**src/rtl/alu_exec_ctrl_pkg.sv**
```systemverilog
// alu_exec_ctrl_pkg
// Shared definitions for the ALU execution sequencer.
// It holds:
//   - register-file geometry (count, index width, data width)
//   - opcode and flag widths
//   - PSR bit positions, in the same order as the ALU flag bus {Z,C,O,N,L}
//   - the sequencer state encoding
package alu_exec_ctrl_pkg;

  localparam int NUM_REGS = 16;
  localparam int REG_AW   = 4;
  localparam int DATA_W   = 16;
  localparam int OP_W     = 8;
  localparam int FLAG_W   = 5;

  localparam int PSR_Z = 4;
  localparam int PSR_C = 3;
  localparam int PSR_O = 2;
  localparam int PSR_N = 1;
  localparam int PSR_L = 0;

  typedef enum logic [1:0] {
    IDLE = 2'd0,
    READ = 2'd1,
    EXEC = 2'd2,
    WB   = 2'd3
  } state_t;

endpackage

```
**src/rtl/alu_exec_ctrl_if.sv**
```systemverilog
// alu_exec_ctrl_if
// Bundles the decoder handshake, the external ALU connection, the status
// outputs and the debug read port of the sequencer.
//
// Signal groups:
//   decoder  : in_valid, in_ready, in_op, in_rdest, in_rsrc, in_wb, in_fwe
//   ALU      : alu_a, alu_b, alu_op, alu_cin (to the ALU)
//              alu_c, alu_flags (from the ALU)
//   status   : psr, done
//   debug    : dbg_addr, dbg_data
//
// Modports:
//   slave  : the sequencer's view of the bundle
//   master : the surrounding logic's view (decoder, ALU, debug host)
interface alu_exec_ctrl_if;
  import alu_exec_ctrl_pkg::*;

  logic              in_valid;
  logic              in_ready;
  logic [OP_W-1:0]   in_op;
  logic [REG_AW-1:0] in_rdest;
  logic [REG_AW-1:0] in_rsrc;
  logic              in_wb;
  logic              in_fwe;

  logic [DATA_W-1:0] alu_a;
  logic [DATA_W-1:0] alu_b;
  logic [OP_W-1:0]   alu_op;
  logic              alu_cin;
  logic [DATA_W-1:0] alu_c;
  logic [FLAG_W-1:0] alu_flags;

  logic [FLAG_W-1:0] psr;
  logic              done;

  logic [REG_AW-1:0] dbg_addr;
  logic [DATA_W-1:0] dbg_data;

  modport slave (
    input  in_valid, in_op, in_rdest, in_rsrc, in_wb, in_fwe,
    input  alu_c, alu_flags, dbg_addr,
    output in_ready, alu_a, alu_b, alu_op, alu_cin, psr, done, dbg_data
  );

  modport master (
    output in_valid, in_op, in_rdest, in_rsrc, in_wb, in_fwe,
    output alu_c, alu_flags, dbg_addr,
    input  in_ready, alu_a, alu_b, alu_op, alu_cin, psr, done, dbg_data
  );

endinterface

```
**src/rtl/alu_exec_ctrl_regfile.sv**
```systemverilog
// alu_exec_ctrl_regfile
// 16 x 16-bit register file for the ALU sequencer. There is no hard-wired
// zero register, so every entry can be written.
//
// Ports:
//   clk, reset             : clock, synchronous active-high reset (clears all)
//   i_rdEn                 : capture both read ports this cycle
//   i_raddrA / i_raddrB    : read indices
//   o_rdataA / o_rdataB    : captured operands, held until the next i_rdEn
//   i_we, i_waddr, i_wdata : single write port
//   i_dbgAddr / o_dbgData  : asynchronous debug read
module alu_exec_ctrl_regfile
  import alu_exec_ctrl_pkg::*;
(
  input  logic              clk,
  input  logic              reset,
  input  logic              i_rdEn,
  input  logic [REG_AW-1:0] i_raddrA,
  input  logic [REG_AW-1:0] i_raddrB,
  output logic [DATA_W-1:0] o_rdataA,
  output logic [DATA_W-1:0] o_rdataB,
  input  logic              i_we,
  input  logic [REG_AW-1:0] i_waddr,
  input  logic [DATA_W-1:0] i_wdata,
  input  logic [REG_AW-1:0] i_dbgAddr,
  output logic [DATA_W-1:0] o_dbgData
);

  logic [DATA_W-1:0] r_regs [NUM_REGS];
  logic [DATA_W-1:0] r_rdataA;
  logic [DATA_W-1:0] r_rdataB;

  // Storage array. Reset wins over a write in the same cycle, so an
  // instruction that is in write-back when reset arrives leaves no trace.
  always_ff @(posedge clk) begin
    if (reset) begin
      for (int i = 0; i < NUM_REGS; i++) begin
        r_regs[i] <= '0;
      end
    end else if (i_we) begin
      r_regs[i_waddr] <= i_wdata;
    end
  end

  // Operand capture registers. They change only when a new read is requested,
  // so the ALU inputs stay steady for the rest of the instruction and while
  // the block is idle.
  always_ff @(posedge clk) begin
    if (reset) begin
      r_rdataA <= '0;
      r_rdataB <= '0;
    end else if (i_rdEn) begin
      r_rdataA <= r_regs[i_raddrA];
      r_rdataB <= r_regs[i_raddrB];
    end
  end

  assign o_rdataA  = r_rdataA;
  assign o_rdataB  = r_rdataB;
  assign o_dbgData = r_regs[i_dbgAddr];

endmodule

```
**src/rtl/alu_exec_ctrl.sv**
```systemverilog
// alu_exec_ctrl
// Sequencer that sits between instruction decode and an external
// combinational ALU. It owns the register file and the PSR. For each
// accepted instruction it steps through READ -> EXEC -> WB. It then writes
// back the result and/or flags and pulses done. A new instruction can be
// accepted every 4 cycles.
//
// Ports:
//   clk   : sole clock, rising edge
//   reset : synchronous, active-high
//   bus   : alu_exec_ctrl_if.slave carrying the decoder handshake, the ALU
//           operands/result/flags, the psr/done status and the debug read
module alu_exec_ctrl
  import alu_exec_ctrl_pkg::*;
(
  input  logic            clk,
  input  logic            reset,
  alu_exec_ctrl_if.slave  bus
);

  state_t            r_state;
  state_t            w_nextState;

  logic [OP_W-1:0]   r_holdOp;
  logic [REG_AW-1:0] r_holdRdest;
  logic [REG_AW-1:0] r_holdRsrc;
  logic              r_holdWb;
  logic              r_holdFwe;
  logic [OP_W-1:0]   r_aluOp;
  logic [DATA_W-1:0] r_resC;
  logic [FLAG_W-1:0] r_resFlags;
  logic [FLAG_W-1:0] r_psr;

  logic              w_handshake;
  logic              w_rdEn;
  logic              w_we;
  logic [DATA_W-1:0] w_opA;
  logic [DATA_W-1:0] w_opB;

  // State register. Reset returns to IDLE, and this takes priority over any
  // handshake presented in the same cycle.
  always_ff @(posedge clk) begin
    if (reset) begin
      r_state <= IDLE;
    end else begin
      r_state <= w_nextState;
    end
  end

  // Next-state and strobe decode. in_ready is exactly "in IDLE". A valid
  // instruction seen in IDLE is therefore a handshake. in_valid in any
  // other state is ignored.
  always_comb begin
    w_nextState = r_state;
    w_handshake = 1'b0;
    w_rdEn      = 1'b0;
    w_we        = 1'b0;
    case (r_state)
      IDLE: begin
        if (bus.in_valid) begin
          w_handshake = 1'b1;
          w_nextState = READ;
        end
      end
      READ: begin
        w_rdEn      = 1'b1;
        w_nextState = EXEC;
      end
      EXEC: begin
        w_nextState = WB;
      end
      WB: begin
        w_we        = r_holdWb;
        w_nextState = IDLE;
      end
      default: begin
        w_nextState = IDLE;
      end
    endcase
  end

  // Holding registers. These keep a copy of the decoded instruction so the
  // decoder is free to move on once it has been accepted.
  always_ff @(posedge clk) begin
    if (reset) begin
      r_holdOp    <= '0;
      r_holdRdest <= '0;
      r_holdRsrc  <= '0;
      r_holdWb    <= 1'b0;
      r_holdFwe   <= 1'b0;
    end else if (w_handshake) begin
      r_holdOp    <= bus.in_op;
      r_holdRdest <= bus.in_rdest;
      r_holdRsrc  <= bus.in_rsrc;
      r_holdWb    <= bus.in_wb;
      r_holdFwe   <= bus.in_fwe;
    end
  end

  // The opcode seen by the ALU is updated on the same edge as the operand
  // capture. This means op, a and b all switch together when EXEC starts
  // and otherwise hold their last values.
  always_ff @(posedge clk) begin
    if (reset) begin
      r_aluOp <= '0;
    end else if (r_state == READ) begin
      r_aluOp <= r_holdOp;
    end
  end

  // Capture the ALU result and flags at the end of EXEC. This way WB works
  // from stable copies rather than from the live ALU outputs.
  always_ff @(posedge clk) begin
    if (reset) begin
      r_resC     <= '0;
      r_resFlags <= '0;
    end else if (r_state == EXEC) begin
      r_resC     <= bus.alu_c;
      r_resFlags <= bus.alu_flags;
    end
  end

  // PSR update in WB, only for instructions that ask for it.
  always_ff @(posedge clk) begin
    if (reset) begin
      r_psr <= '0;
    end else if ((r_state == WB) && r_holdFwe) begin
      r_psr <= r_resFlags;
    end
  end

  alu_exec_ctrl_regfile u_regfile (
    .clk       (clk),
    .reset     (reset),
    .i_rdEn    (w_rdEn),
    .i_raddrA  (r_holdRdest),
    .i_raddrB  (r_holdRsrc),
    .o_rdataA  (w_opA),
    .o_rdataB  (w_opB),
    .i_we      (w_we),
    .i_waddr   (r_holdRdest),
    .i_wdata   (r_resC),
    .i_dbgAddr (bus.dbg_addr),
    .o_dbgData (bus.dbg_data)
  );

  // done is masked by reset. An instruction aborted during its WB cycle
  // therefore never reports retirement.
  assign bus.in_ready = (r_state == IDLE);
  assign bus.done     = (r_state == WB) && !reset;
  assign bus.alu_a    = w_opA;
  assign bus.alu_b    = w_opB;
  assign bus.alu_op   = r_aluOp;
  assign bus.alu_cin  = r_psr[PSR_C];
  assign bus.psr      = r_psr;

endmodule

```
**src/flat_wrapper.sv**
```systemverilog
// flat-port wrapper written by rule: the top's interface ports become plain ports
module alu_exec_ctrl_flat import alu_exec_ctrl_pkg::*;
  (clk, reset, bus_in_valid, bus_in_op, bus_in_rdest, bus_in_rsrc, bus_in_wb, bus_in_fwe, bus_alu_c, bus_alu_flags, bus_dbg_addr, bus_in_ready, bus_alu_a, bus_alu_b, bus_alu_op, bus_alu_cin, bus_psr, bus_done, bus_dbg_data);
  alu_exec_ctrl_if bus_i ();
  input  logic clk;
  input  logic reset;
  input wire logic [$bits(bus_i.in_valid)-1:0] bus_in_valid;
  input wire logic [$bits(bus_i.in_op)-1:0] bus_in_op;
  input wire logic [$bits(bus_i.in_rdest)-1:0] bus_in_rdest;
  input wire logic [$bits(bus_i.in_rsrc)-1:0] bus_in_rsrc;
  input wire logic [$bits(bus_i.in_wb)-1:0] bus_in_wb;
  input wire logic [$bits(bus_i.in_fwe)-1:0] bus_in_fwe;
  input wire logic [$bits(bus_i.alu_c)-1:0] bus_alu_c;
  input wire logic [$bits(bus_i.alu_flags)-1:0] bus_alu_flags;
  input wire logic [$bits(bus_i.dbg_addr)-1:0] bus_dbg_addr;
  output wire logic [$bits(bus_i.in_ready)-1:0] bus_in_ready;
  output wire logic [$bits(bus_i.alu_a)-1:0] bus_alu_a;
  output wire logic [$bits(bus_i.alu_b)-1:0] bus_alu_b;
  output wire logic [$bits(bus_i.alu_op)-1:0] bus_alu_op;
  output wire logic [$bits(bus_i.alu_cin)-1:0] bus_alu_cin;
  output wire logic [$bits(bus_i.psr)-1:0] bus_psr;
  output wire logic [$bits(bus_i.done)-1:0] bus_done;
  output wire logic [$bits(bus_i.dbg_data)-1:0] bus_dbg_data;
  assign bus_i.in_valid = bus_in_valid;
  assign bus_i.in_op = bus_in_op;
  assign bus_i.in_rdest = bus_in_rdest;
  assign bus_i.in_rsrc = bus_in_rsrc;
  assign bus_i.in_wb = bus_in_wb;
  assign bus_i.in_fwe = bus_in_fwe;
  assign bus_i.alu_c = bus_alu_c;
  assign bus_i.alu_flags = bus_alu_flags;
  assign bus_i.dbg_addr = bus_dbg_addr;
  assign bus_in_ready = bus_i.in_ready;
  assign bus_alu_a = bus_i.alu_a;
  assign bus_alu_b = bus_i.alu_b;
  assign bus_alu_op = bus_i.alu_op;
  assign bus_alu_cin = bus_i.alu_cin;
  assign bus_psr = bus_i.psr;
  assign bus_done = bus_i.done;
  assign bus_dbg_data = bus_i.dbg_data;
  alu_exec_ctrl u_core (.clk(clk), .reset(reset), .bus(bus_i));
endmodule
```
**config.mk**
```make
export PLATFORM = sky130hd
export DESIGN_NAME = alu_exec_ctrl_flat
export DESIGN_NICKNAME = d
export VERILOG_FILES = /design/src/rtl/alu_exec_ctrl_pkg.sv /design/src/rtl/alu_exec_ctrl_if.sv /design/src/rtl/alu_exec_ctrl_regfile.sv /design/src/rtl/alu_exec_ctrl.sv /design/src/flat_wrapper.sv
export SDC_FILE = /design/constraint.sdc
export NUM_CORES = 1
export LEC_CHECK = 0
export BUFFER_PORTS_ARGS = -buffer_cell sky130_fd_sc_hd__buf_2
export CORE_MARGIN = 2
export CORE_UTILIZATION = 30
export DETAILED_ROUTE_END_ITERATION = 12
export SYNTH_ARGS = -nofsm -noshare
export SYNTH_HDL_FRONTEND = slang
export SYNTH_SLANG_ARGS = --single-unit
export TNS_END_PERCENT = 10
```
**constraint.sdc**
```tcl
create_clock -name clk -period 2.2 [get_ports clk]
set_input_delay 0 -clock clk [delete_from_list [all_inputs] [get_ports clk]]
set_output_delay 0 -clock clk [all_outputs]
set_load 0.02 [all_outputs]
```
; ---- Word level (Yosys, flattened, before mapping)
; Memory sizes are Yosys's and may differ from the RTL's. A register that Yosys moved wholly into a read port is not among the register bits.
; Index checks and enable logic that the tools add are counted.
[op_classes]
n_eq_ne = 4
n_reduce_logical = 5
muxes = 14
[op_table]
columns = op, count
row1 = $mux W16, 1
row2 = $reduce_or A16 Y1, 1
row3 = $mux W1, 10
row4 = $pmux W2 S4, 1
row5 = $eq A2 B2 Y1 const B, 2
row6 = $mux W4, 1
row7 = $eq A2 B1 Y1 const B, 1
row8 = $logic_and A1 B1 Y1, 2
row9 = $logic_not A2 Y1, 1
row10 = $mux W2, 1
row11 = $ne A2 B2 Y1 const B, 1
row12 = $logic_not A1 Y1, 1
[totals]
out_inout_bits = 64
mem_count = 1
ram_bits = 256
regBits = 54
[mem_list]
columns = name, depth, word_bits, read_ports, rd_ports_with_merged_regs, wr, line
row1 = u_core.u_regfile.r_regs, 16, 16, 3, 2, 16, alu_exec_ctrl_regfile.sv:29  ; logic [DATA_W-1:0] r_regs [NUM_REGS];

; ---- Longest topological paths before layout
; Gate-level depths: netlist (run 1).
[logic_depth]
word_depth = 7
depth_mapped = 8
mapped_depth_nobuf = 6

; ---- Hierarchy
; A second synthesis (run 1) with hierarchy kept.
[hier_totals]
cells_unflattened = 1559
area_unflattened_um2 = 19152.1
[by_module_without_submodules]
columns = mod, seq_area_each_um2, n_inst, cells_each, area_per_inst_um2
row1 = alu_exec_ctrl_regfile, 8328.0, 1, 1340, 16930.0
row2 = alu_exec_ctrl, 1081.0, 1, 219, 2222.1

; ---- Worst setup path before layout (run 1)
; No wires, ideal clock.
[synth_timing]
kind = flip-flop to flip-flop
from = register u_core.r_state[1]
to = memory u_core.u_regfile.r_regs[2][0], enable pin
arrival_time_ns = 1.728
n_path_buf = 0
setup_slack_ns = 0.138
period_less_slack_ns = 2.062
required_ns = 1.866
setup_ns = 0.334
stages_incl_launch_ff = 6
cell_sequence = dfxtp_1 ha_1 nor2b_4 nand3_1 nor3_1 or2_2
[synth_rtl]
columns = item, line
row1 = from (decl), alu_exec_ctrl.sv:21  ; state_t r_state;
row2 = from (signal assigned), alu_exec_ctrl.sv:46  ; r_state <= w_nextState;
row3 = to (decl), alu_exec_ctrl_regfile.sv:29

==> impl_metrics.yaml, run 1 <==
floorplanning:
  die_y_um: 254
  design.core.area_um2: 61700
  num_rows: 91
  die_area_um2: 64500
  start_util_pct: 30.4
  die_w_um: 254
  io-pin-count: 110
worst_hold_path:
  whs_path_depth: 4
  hold_start: "bus_alu_c[12]"
  worst_hold_path_type: "in2reg"
  min_to: "u_core.r_resC[12]$_SDFFE_PP0N_"
timing:
  fin_hold_ws_ns: 0.245
  hold_viol_final: 0
  setup_slack_ns: -0.0853
  maxSlewHeadroom_pct: 37.9
  fmax_ghz: 0.438
  setup_violations: 13
  maxSlewViolCount: 0
  post-route-period-util_pct: 104
  fin_worst_skew_ns: 0.0198
  grt_setup_unrepaired: "true"
  period_needed_ns: 2.29
  worstMarginPinSlew_ns: 0.931
clock_network:
  cts-htree-levels: 2
  cts_tree: "yes"
  cts.sinks: 342
  path_clk_slew_ns: 0.07
  cts_buffer_depth: 3
  cts_root_buffer: "clkbuf_16"
  cts_buffers: 37
  insertion_delay_ns: 0.54
synth:
  async_flop_share_pct: 0
  yosysSeqAreaShare_pct: 50.2
  ys_warn_count: 0
  ys_seq_elements: 342
  synth_nets: 1557
  postSynthAreaPerCell_um2: 12.5
  synthesis.area_um2: 18800
  synthFlopType: "edfxtp_1"
  synth_cell_types: 37
  synth_edf_count: 256
  synthCells: 1506
global_route:
  grt_antenna_before_repair: 0
  grt_pass1_vias: 13900
  gr-total-overflow: 0
  grt_pass1_wl_um: 92800
  grt_usage_pct: 19.6
  grt_max_degree: 51
pwr:
  p_leak_uw: 0.00778
  p_sw_share_pct: 32.5
  pwr-share-clk_pct: 32.7
  intPower_uw: 12800
  p_sw_uw: 6180
  p_seq_share_pct: 42.9
  combPwrFrac_pct: 24.4
  peakVddDrop_v: 0.000549
  power.density_nw_per_um2: 859
worst_setup_path:
  worstPathArrival_ns: 2.29
  crit_type: "reg2out"
  reg2reg_slack_ns: 0.12
  path_max_fanout: 3
  crit_path_start_kind: "flop"
  end_kind: "output port"
  r2r_cells: 4
  r2r_end: "u_core.u_regfile.o_rdataA[1]$_SDFFE_PP0N_"
  worstReg2RegStart: "u_core.r_holdRdest[1]$_SDFFE_PP0P_"
  worstPathRequired_ns: 2.20
place:
  gp_congestion: 0.895
  place_hpwl_um: 42500
  io_buffers: 109
  pre_cts_ws_ns: 0.122
  post-place-cells: 2387
finish:
  fin_nets: 1690
  final_cell_mix: "257 x and2_1, 256 x edfxtp_1, 254 x mux2i_1"
  fin_cells: 2501
  layout_commonest_cell: "and2_1"
  area_growth_pct: 18.1
  antenna_cells: 0
  layout-drive-gt1-share_pct: 21.7
detailed_routing:
  via_per_inst: 5.51
  drtIter0Drc: 1463
  drc: 0
  firstDrtPassIters: 5
  wire_per_inst_um: 25.5
  ant_nets: 0
  wirelength_um: 63900
  vias: 13800
outcome:
  status: "finished with violations"
  violations: "setup timing"
flow_run:
  cap_violations: 0
[cell type report]
class,instances,area [um^2]
repair buffers,228,1860
clock buffers,48,997
multi-input cells,1027,8660
fillers,6042,39600
flip-flops and latches,342,9420
well taps,837,1050
inverters,3,11.3
clock inverters,16,159
[stage by stage]
stage,total power [uW],util [%],TNS (ns),cell area [um^2]
after floorplan,10900,-,0,18800
after global placement,12600,33.2,0,20500
after detailed placement,12700,33.2,0,20500
after CTS,19000,35.8,-0.530,22100
after global routing,19600,35.9,-0.743,22200
final,19000,35.9,-0.513,22200
[state kept, by name (all words and copies together) (netlist names)]
signal / count
u_core.bus.alu_op: 8
u_core.r_holdRdest: 4
u_core.r_holdRsrc: 4
u_core.bus.psr: 5
u_core.r_resFlags: 5
u_core.r_holdFwe: 1
u_core.r_state: 2
u_core.r_holdWb: 1
u_core.u_regfile.r_regs: 256
u_core.r_resC: 16
u_core.u_regfile.o_rdataB: 16
u_core.r_holdOp: 8
u_core.u_regfile.o_rdataA: 16
[cells in the mapped netlist, types with 2 or more instances]
| library cell | n | share of area (%) |
|---|---|---|
| clkbuf_1 | 78 | 1.6 |
| buf_1 | 9 | 0.18 |
| ha_1 | 5 | 0.33 |
| o21ai_0 | 14 | 0.37 |
| a22oi_1 | 48 | 1.9 |
| o21ai_1 | 2 | 0.053 |
| dfxtp_1 | 86 | 9.2 |
| a311oi_1 | 16 | 0.75 |
| buf_4 | 11 | 0.44 |
| nand2_1 | 77 | 1.5 |
| buf_2 | 23 | 0.61 |
| inv_1 | 3 | 0.060 |
| nor2_1 | 77 | 1.5 |
| and2_1 | 258 | 8.6 |
| nand3b_1 | 3 | 0.12 |
| nand3_1 | 56 | 1.5 |
| mux2i_1 | 254 | 14 |
| nand2b_1 | 2 | 0.067 |
| mux4_2 | 84 | 10 |
| a21oi_1 | 39 | 1.0 |
| nor2b_1 | 5 | 0.17 |
| nor3_2 | 3 | 0.16 |
| or2_2 | 16 | 0.53 |
| mux4_1 | 12 | 1.7 |
| buf_8 | 2 | 0.16 |
| nor3_1 | 2 | 0.053 |
| edfxtp_1 | 256 | 41 |
| a221oi_1 | 16 | 0.75 |
| buf_6 | 10 | 0.60 |
| o22ai_1 | 32 | 1.1 |
[power groups by stage]
stage	Sequential (uW)	Combinational, uW	Clock (uW)
after floorplan	8100	2800	0
after global placement	8250	4390	0
after detailed placement	8260	4460	0
after CTS	8130	4560	6270
after global routing	8210	4910	6530
final	8160	4630	6230
[metal layers]
metal  up-vias  GRT usage [%]  share of wire [%]
met5         -              0                  0
met4         0           7.06                3.5
met3       148           4.67                9.8
met2       788           30.4                 44
met1      6957           26.7                 42
li1       5891              -                  -
[critical path: stages (launching register included)]
cell and delay [ns]:
edfxtp_1 0.44, mux4_2 0.55, mux4_2 0.59, buf_6 0.17
[cells by family after synthesis]
group	count (synthesis)	share of synthesized area [%]
buf+inv	137	3.64
compound gates	168	5.99
simple gates	504	14.5
flops	342	50.2
mux	350	25.3
fa+ha+maj	5	0.334
[worst max-delay path by stage]
stage	start	endpoint	slack, ns	depth (start not counted)
CTS	u_core.u_regfile.r_regs[11][3]$_SDFFCE_PN0P_	bus_dbg_data[3]	-0.07	3
floorplan	u_core.r_state[1]$_SDFFE_PP0P_	u_core.u_regfile.r_regs[2][0]$_SDFFCE_PN0P_	0.14	5
global placement	u_core.r_holdRdest[1]$_SDFFE_PP0P_	u_core.u_regfile.o_rdataA[1]$_SDFFE_PP0N_	0.10	4
detailed placement	u_core.r_state[1]$_SDFFE_PP0P_	u_core.u_regfile.r_regs[7][11]$_SDFFCE_PN0P_	0.12	5
global route	u_core.u_regfile.r_regs[11][7]$_SDFFCE_PN0P_	bus_dbg_data[7]	-0.1	3
finish	u_core.u_regfile.r_regs[14][3]$_SDFFCE_PN0P_	bus_dbg_data[3]	-0.09	3
[what timing repair did]
action | in CTS | in global routing
setup endpoints to repair | 15 | 43
hold endpoints to repair | 46 | 0
hold buffers | 45 | 0
buffers inserted | 5 | 0
resized for setup | 17 | 15
Power figures use the tool's default switching activity.
==> run 2: changes to the inputs <==
==> constraint.sdc (replaced) <==
create_clock -name clk -period 2.75 [get_ports clk]
set_input_delay 0 -clock clk [delete_from_list [all_inputs] [get_ports clk]]
set_output_delay 0 -clock clk [all_outputs]
set_load 0.02 [all_outputs]
==> run 2 against run 1 <==
The run now ends clean. Core utilization fell by 0.63 points. Sequential cell count did not move. Combinational power fell by 27%. Global-route usage fell by 0.36 points. Sequential power fell by 19%. Register-to-register slack improved by 0.27 ns. Critical path depth rose by 2. Largest power group unchanged.
==> impl_metrics.yaml, run 2 (synthesis results as in run 1) <==
timing:
  maxSlewViolCount: 0
  post-route-period-util_pct: 85.9
  fmax_ghz: 0.423
  maxSlewHeadroom_pct: 34.5
  grt_setup_unrepaired: "false"
  tns_ns: 0
  worstMarginPinSlew_ns: 0.981
  setup_slack_ns: 0.388
  setup_violations: 0
  hold_viol_final: 0
  fin_hold_ws_ns: 0.0955
  fin_worst_skew_ns: 0.0172
  period_needed_ns: 2.36
clock_network:
  insertion_delay_ns: 0.54
  cts_buffer_depth: 3
  cts_resized: 0
  cts_buffers: 37
  path_clk_slew_ns: 0.06
  cts_root_buffer: "clkbuf_16"
  cts-htree-levels: 2
  cts_tree: "yes"
  postCtsSetupBuffers: 0
  cts.sinks: 342
finish:
  layout_commonest_cell: "and2_1"
  area_growth_pct: 16.0
  largest_reg_flops: 256
  final_cell_area_um2: 21800
  largest_register: "u_core.u_regfile.r_regs"
  fin_nets: 1662
  final_cell_mix: "258 x and2_1, 256 x edfxtp_1, 254 x mux2i_1"
  fillCellCount: 6070
  antenna_cells: 0
  layout-drive-gt1-share_pct: 19.7
detailed_routing:
  wirelength_um: 62100
  firstDrtPassIters: 5
  wire_per_inst_um: 25.1
  drtIter0Drc: 1238
  ant_nets: 0
  vias: 13600
  via_per_inst: 5.49
  drc: 0
floorplanning:
  start_util_pct: 30.4
  io-pin-count: 110
  die_w_um: 254
  die_area_um2: 64500
  num_rows: 91
  die_y_um: 254
  design.core.area_um2: 61700
global_route:
  grt_antenna_before_repair: 1
  gr-total-overflow: 0
  grt_usage_pct: 19.3
  grt_pass1_wl_um: 91400
  grt_pass1_vias: 13700
  grt_max_degree: 66
worst_setup_path:
  worstPathArrival_ns: 2.55
  worstPathRequired_ns: 2.94
  crit_type: "reg2reg"
  end_kind: "flop"
  path_max_fanout: 16
  crit_path_start_kind: "flop"
worst_hold_path:
  worst_hold_path_type: "in2reg"
pwr:
  total_power_uw: 15000
  peakVddDrop_v: 0.000485
  power.density_nw_per_um2: 691
  p_leak_uw: 0.00763
place:
  place_hpwl_um: 42000
  io_buffers: 109
  gp_congestion: 0.884
  pre_cts_ws_ns: 0.409
  dpl_cell_area_um2: 20200
outcome:
  status: "completed"
flow_run:
  cap_violations: 0
-- run 2: final cells by class --
class	instances	area, um^2	area share, %
clock buffer	51	1020	4.69
clock inverter	16	156	0.719
inverter	3	11.3	0.0518
multi-input combinational	1027	8690	39.9
sequential	342	9420	43.3
tap	837	1050	4.81
timing repair buffer	200	1420	6.53
-- run 2: layer usage --
metal  GRT usage, %  up-vias  part of all wire (%)
met5              0        -                     0
met4           6.84        0                   3.4
met3           4.03      131                   9.2
met2           30.7      749                    46
met1           26.0     6851                    42
li1               -     5858                     -
-- run 2: worst max-delay path: stages, from the launching register on --
cell and delay, ns:
dfxtp_1 0.38, ha_1 0.41, nor2b_4 0.24, nand3_1 0.22
nor2_1 0.29, or2_2 0.46
-- run 2: timing repair --
item | in CTS | in global routing
hold buffers | 40 | 0
setup endpoints to repair | 0 | 0
endpoints found under the hold margin | 41 | 0
-- run 2: power by group --
| group | internal (uW) | total (uW) | switching (uW) |
|---|---|---|---|
| sequential | 5950 | 6650 | 704 |
| clock | 2890 | 4980 | 2090 |
| combinational | 1360 | 3400 | 2050 |
| total | 10200 | 15000 | 4850 |
-- run 2: worst paths after layout --
| check | to | start | slack, ns | cells after the start |
|---|---|---|---|---|
| setup reg to reg | u_core.u_regfile.r_regs[10][13]$_SDFFCE_PN0P_ | u_core.r_state[1]$_SDFFE_PP0P_ | 0.39 | 5 |
| hold / removal | u_core.r_resC[5]$_SDFFE_PP0N_ | reset | 0.1 | 3 |
| hold reg to reg | u_core.u_regfile.o_rdataB[9]$_SDFFE_PP0N_ | u_core.u_regfile.o_rdataB[9]$_SDFFE_PP0N_ | 0.45 | 2 |
| setup / recovery | u_core.u_regfile.r_regs[10][13]$_SDFFCE_PN0P_ | u_core.r_state[1]$_SDFFE_PP0P_ | 0.39 | 5 |
-- run 2: per-stage QoR --
step	util, %	cells
global route	35.3	2476
global placement	32.7	2369
floorplan	-	1506
detailed placement	32.7	2369
finish	35.3	2476
CTS	35.3	2476
==> run 3: changes to the inputs <==
--- a/config.mk
+++ b/config.mk
@@ -6,9 +6,11 @@
 export NUM_CORES = 1
 export LEC_CHECK = 0
 export BUFFER_PORTS_ARGS = -buffer_cell sky130_fd_sc_hd__buf_2
+export CAP_MARGIN = 0
 export CORE_MARGIN = 2
 export CORE_UTILIZATION = 30
 export DETAILED_ROUTE_END_ITERATION = 12
+export MAX_ROUTING_LAYER = met4
 export SYNTH_ARGS = -nofsm -noshare
 export SYNTH_HDL_FRONTEND = slang
 export SYNTH_SLANG_ARGS = --single-unit
==> run 3 against run 2 <==
Clock skew rose by 0.011 ns. Register-to-register slack is essentially flat. Critical path depth stayed put. Combinational power is 1% higher. Worst hold slack worse by 0.0063 ns. First-iteration DRC count up 8.5%. Design area up 0.77%.
==> impl_metrics.yaml, run 3 (synthesis results as in run 1) <==
timing:
  fmax_ghz: 0.424
  maxSlewHeadroom_pct: 37.1
  fin_worst_skew_ns: 0.0280
  hold_viol_final: 0
  setup_violations: 0
  worstMarginPinSlew_ns: 0.943
  post-route-period-util_pct: 85.8
  period_needed_ns: 2.36
  grt_setup_unrepaired: "false"
  tns_ns: 0
  maxSlewViolCount: 0
worst_setup_path:
  worstPathRequired_ns: 2.93
  crit_type: "reg2reg"
  end_kind: "flop"
  worstPathArrival_ns: 2.54
  crit_path_start_kind: "flop"
  path_max_fanout: 16
finish:
  layout-drive-gt1-share_pct: 20.4
  layout_commonest_cell: "and2_1"
  area_growth_pct: 16.9
  largest_register: "u_core.u_regfile.r_regs"
  antenna_cells: 0
  fillCellCount: 6010
  largest_reg_flops: 256
  fin_nets: 1662
  final_cell_mix: "258 x and2_1, 256 x edfxtp_1, 254 x mux2i_1"
clock_network:
  cts-htree-levels: 2
  cts_buffer_depth: 3
  postCtsHoldBufs: 40
  cts_root_buffer: "clkbuf_16"
  cts.sinks: 342
  cts_tree: "yes"
  cts_resized: 0
  postCtsSetupBuffers: 0
  path_clk_slew_ns: 0.06
  cts_buffers: 37
  insertion_delay_ns: 0.55
detailed_routing:
  drc: 0
  via_per_inst: 5.55
  drtIter0Drc: 1343
  ant_nets: 0
  firstDrtPassIters: 5
  wire_per_inst_um: 25.1
  vias: 13700
  wirelength_um: 62200
floorplanning:
  die_w_um: 254
  num_rows: 91
  start_util_pct: 30.4
  io-pin-count: 110
  die_y_um: 254
  design.core.area_um2: 61700
  die_area_um2: 64500
global_route:
  grt_usage_pct: 19.7
  grt_pass1_vias: 13500
  grt_antenna_before_repair: 0
  grt_max_degree: 65
  gr-total-overflow: 0
  grt_pass1_wl_um: 90800
place:
  place_hpwl_um: 42400
  gp_congestion: 0.894
  io_buffers: 109
pwr:
  peakVddDrop_v: 0.000430
  p_leak_uw: 0.00771
  total_power_uw: 15500
  power.density_nw_per_um2: 708
worst_hold_path:
  worst_hold_path_type: "in2reg"
outcome:
  status: "completed"
flow_run:
  cap_violations: 0
[run 3: changes by cell type in the layout (fill, tap and decap cells not counted)]
cell        previous run  this run
clkbuf_1              12         5
bufinv_16              3         5
buf_4                 46        43
clkinv_1               6         3
clkinv_2               4         3
clkinvlp_4             2         1
clkbuf_8               0         6
inv_6                  1         3
clkbuf_2               0         1
clkinv_4               0         1
inv_4                  0         1
buf_12                 7        10
[run 3: routing by layer]
metal  vias up  wire length (um)  GRT usage [%]  part of all wire (%)
met2       794             28300           30.0                    45
met3       163              5470           3.47                   8.8
met5         -                 0              -                     0
met4         0              2240           7.08                   3.6
li1       5858                 -              -                     -
met1      6922             26200           26.3                    42
[run 3: worst paths after layout]
| check | startpoint | to | slack (ns) | cells after the start |
|---|---|---|---|---|
| setup / recovery | u_core.r_state[1]$_SDFFE_PP0P_ | u_core.u_regfile.r_regs[10][2]$_SDFFCE_PN0P_ | 0.39 | 5 |
| hold / removal | reset | u_core.r_resC[4]$_SDFFE_PP0N_ | 0.09 | 3 |
| setup reg to reg | u_core.r_state[1]$_SDFFE_PP0P_ | u_core.u_regfile.r_regs[10][2]$_SDFFCE_PN0P_ | 0.39 | 5 |
| hold reg to reg | u_core.u_regfile.o_rdataB[10]$_SDFFE_PP0N_ | u_core.u_regfile.o_rdataB[10]$_SDFFE_PP0N_ | 0.46 | 2 |
[run 3: metrics by stage]
stage | utilization (%) | instance area [um^2] | hold slack [ns] | std cells | worst slack [ns]
after global routing | 35.5 | 21900 | 0.107 | 2477 | 0.249
after floorplan | - | 18800 | 0.136 | 1506 | 0.688
after global placement | 32.8 | 20200 | 0.237 | 2369 | 0.480
after CTS | 35.5 | 21900 | 0.0701 | 2477 | 0.418
after detailed placement | 32.8 | 20200 | 0.245 | 2369 | 0.439
final | 35.5 | 21900 | 0.0892 | 2477 | 0.392
[run 3: where the power goes]
part           leakage [uW]  total (uW)  switching, uW  internal [uW]
logic               0.00372        3450           2070           1370
registers           0.00335        6640            687           5950
clock network      0.000643        5440           2190           3240
total               0.00771       15500           4950          10600
[run 3: layout make-up]
cell class                      count  area (um^2)  share of cell area [%]
Clock buffer                       51         1080                    4.94
Clock inverter                     17          225                    1.03
Inverter                            3         11.3                  0.0514
Multi-Input combinational cell   1027         8690                    39.6
Sequential cell                   342         9420                    42.9
Tap cell                          837         1050                    4.78
Timing Repair Buffer              200         1460                    6.65
[run 3: worst max-delay path, cell delays in order, from the launching register on]
cell	delay, ns
dfxtp_1	0.38
ha_1	0.40
nor2b_4	0.24
nand3_1	0.23
nor2_1	0.31
or2_2	0.44
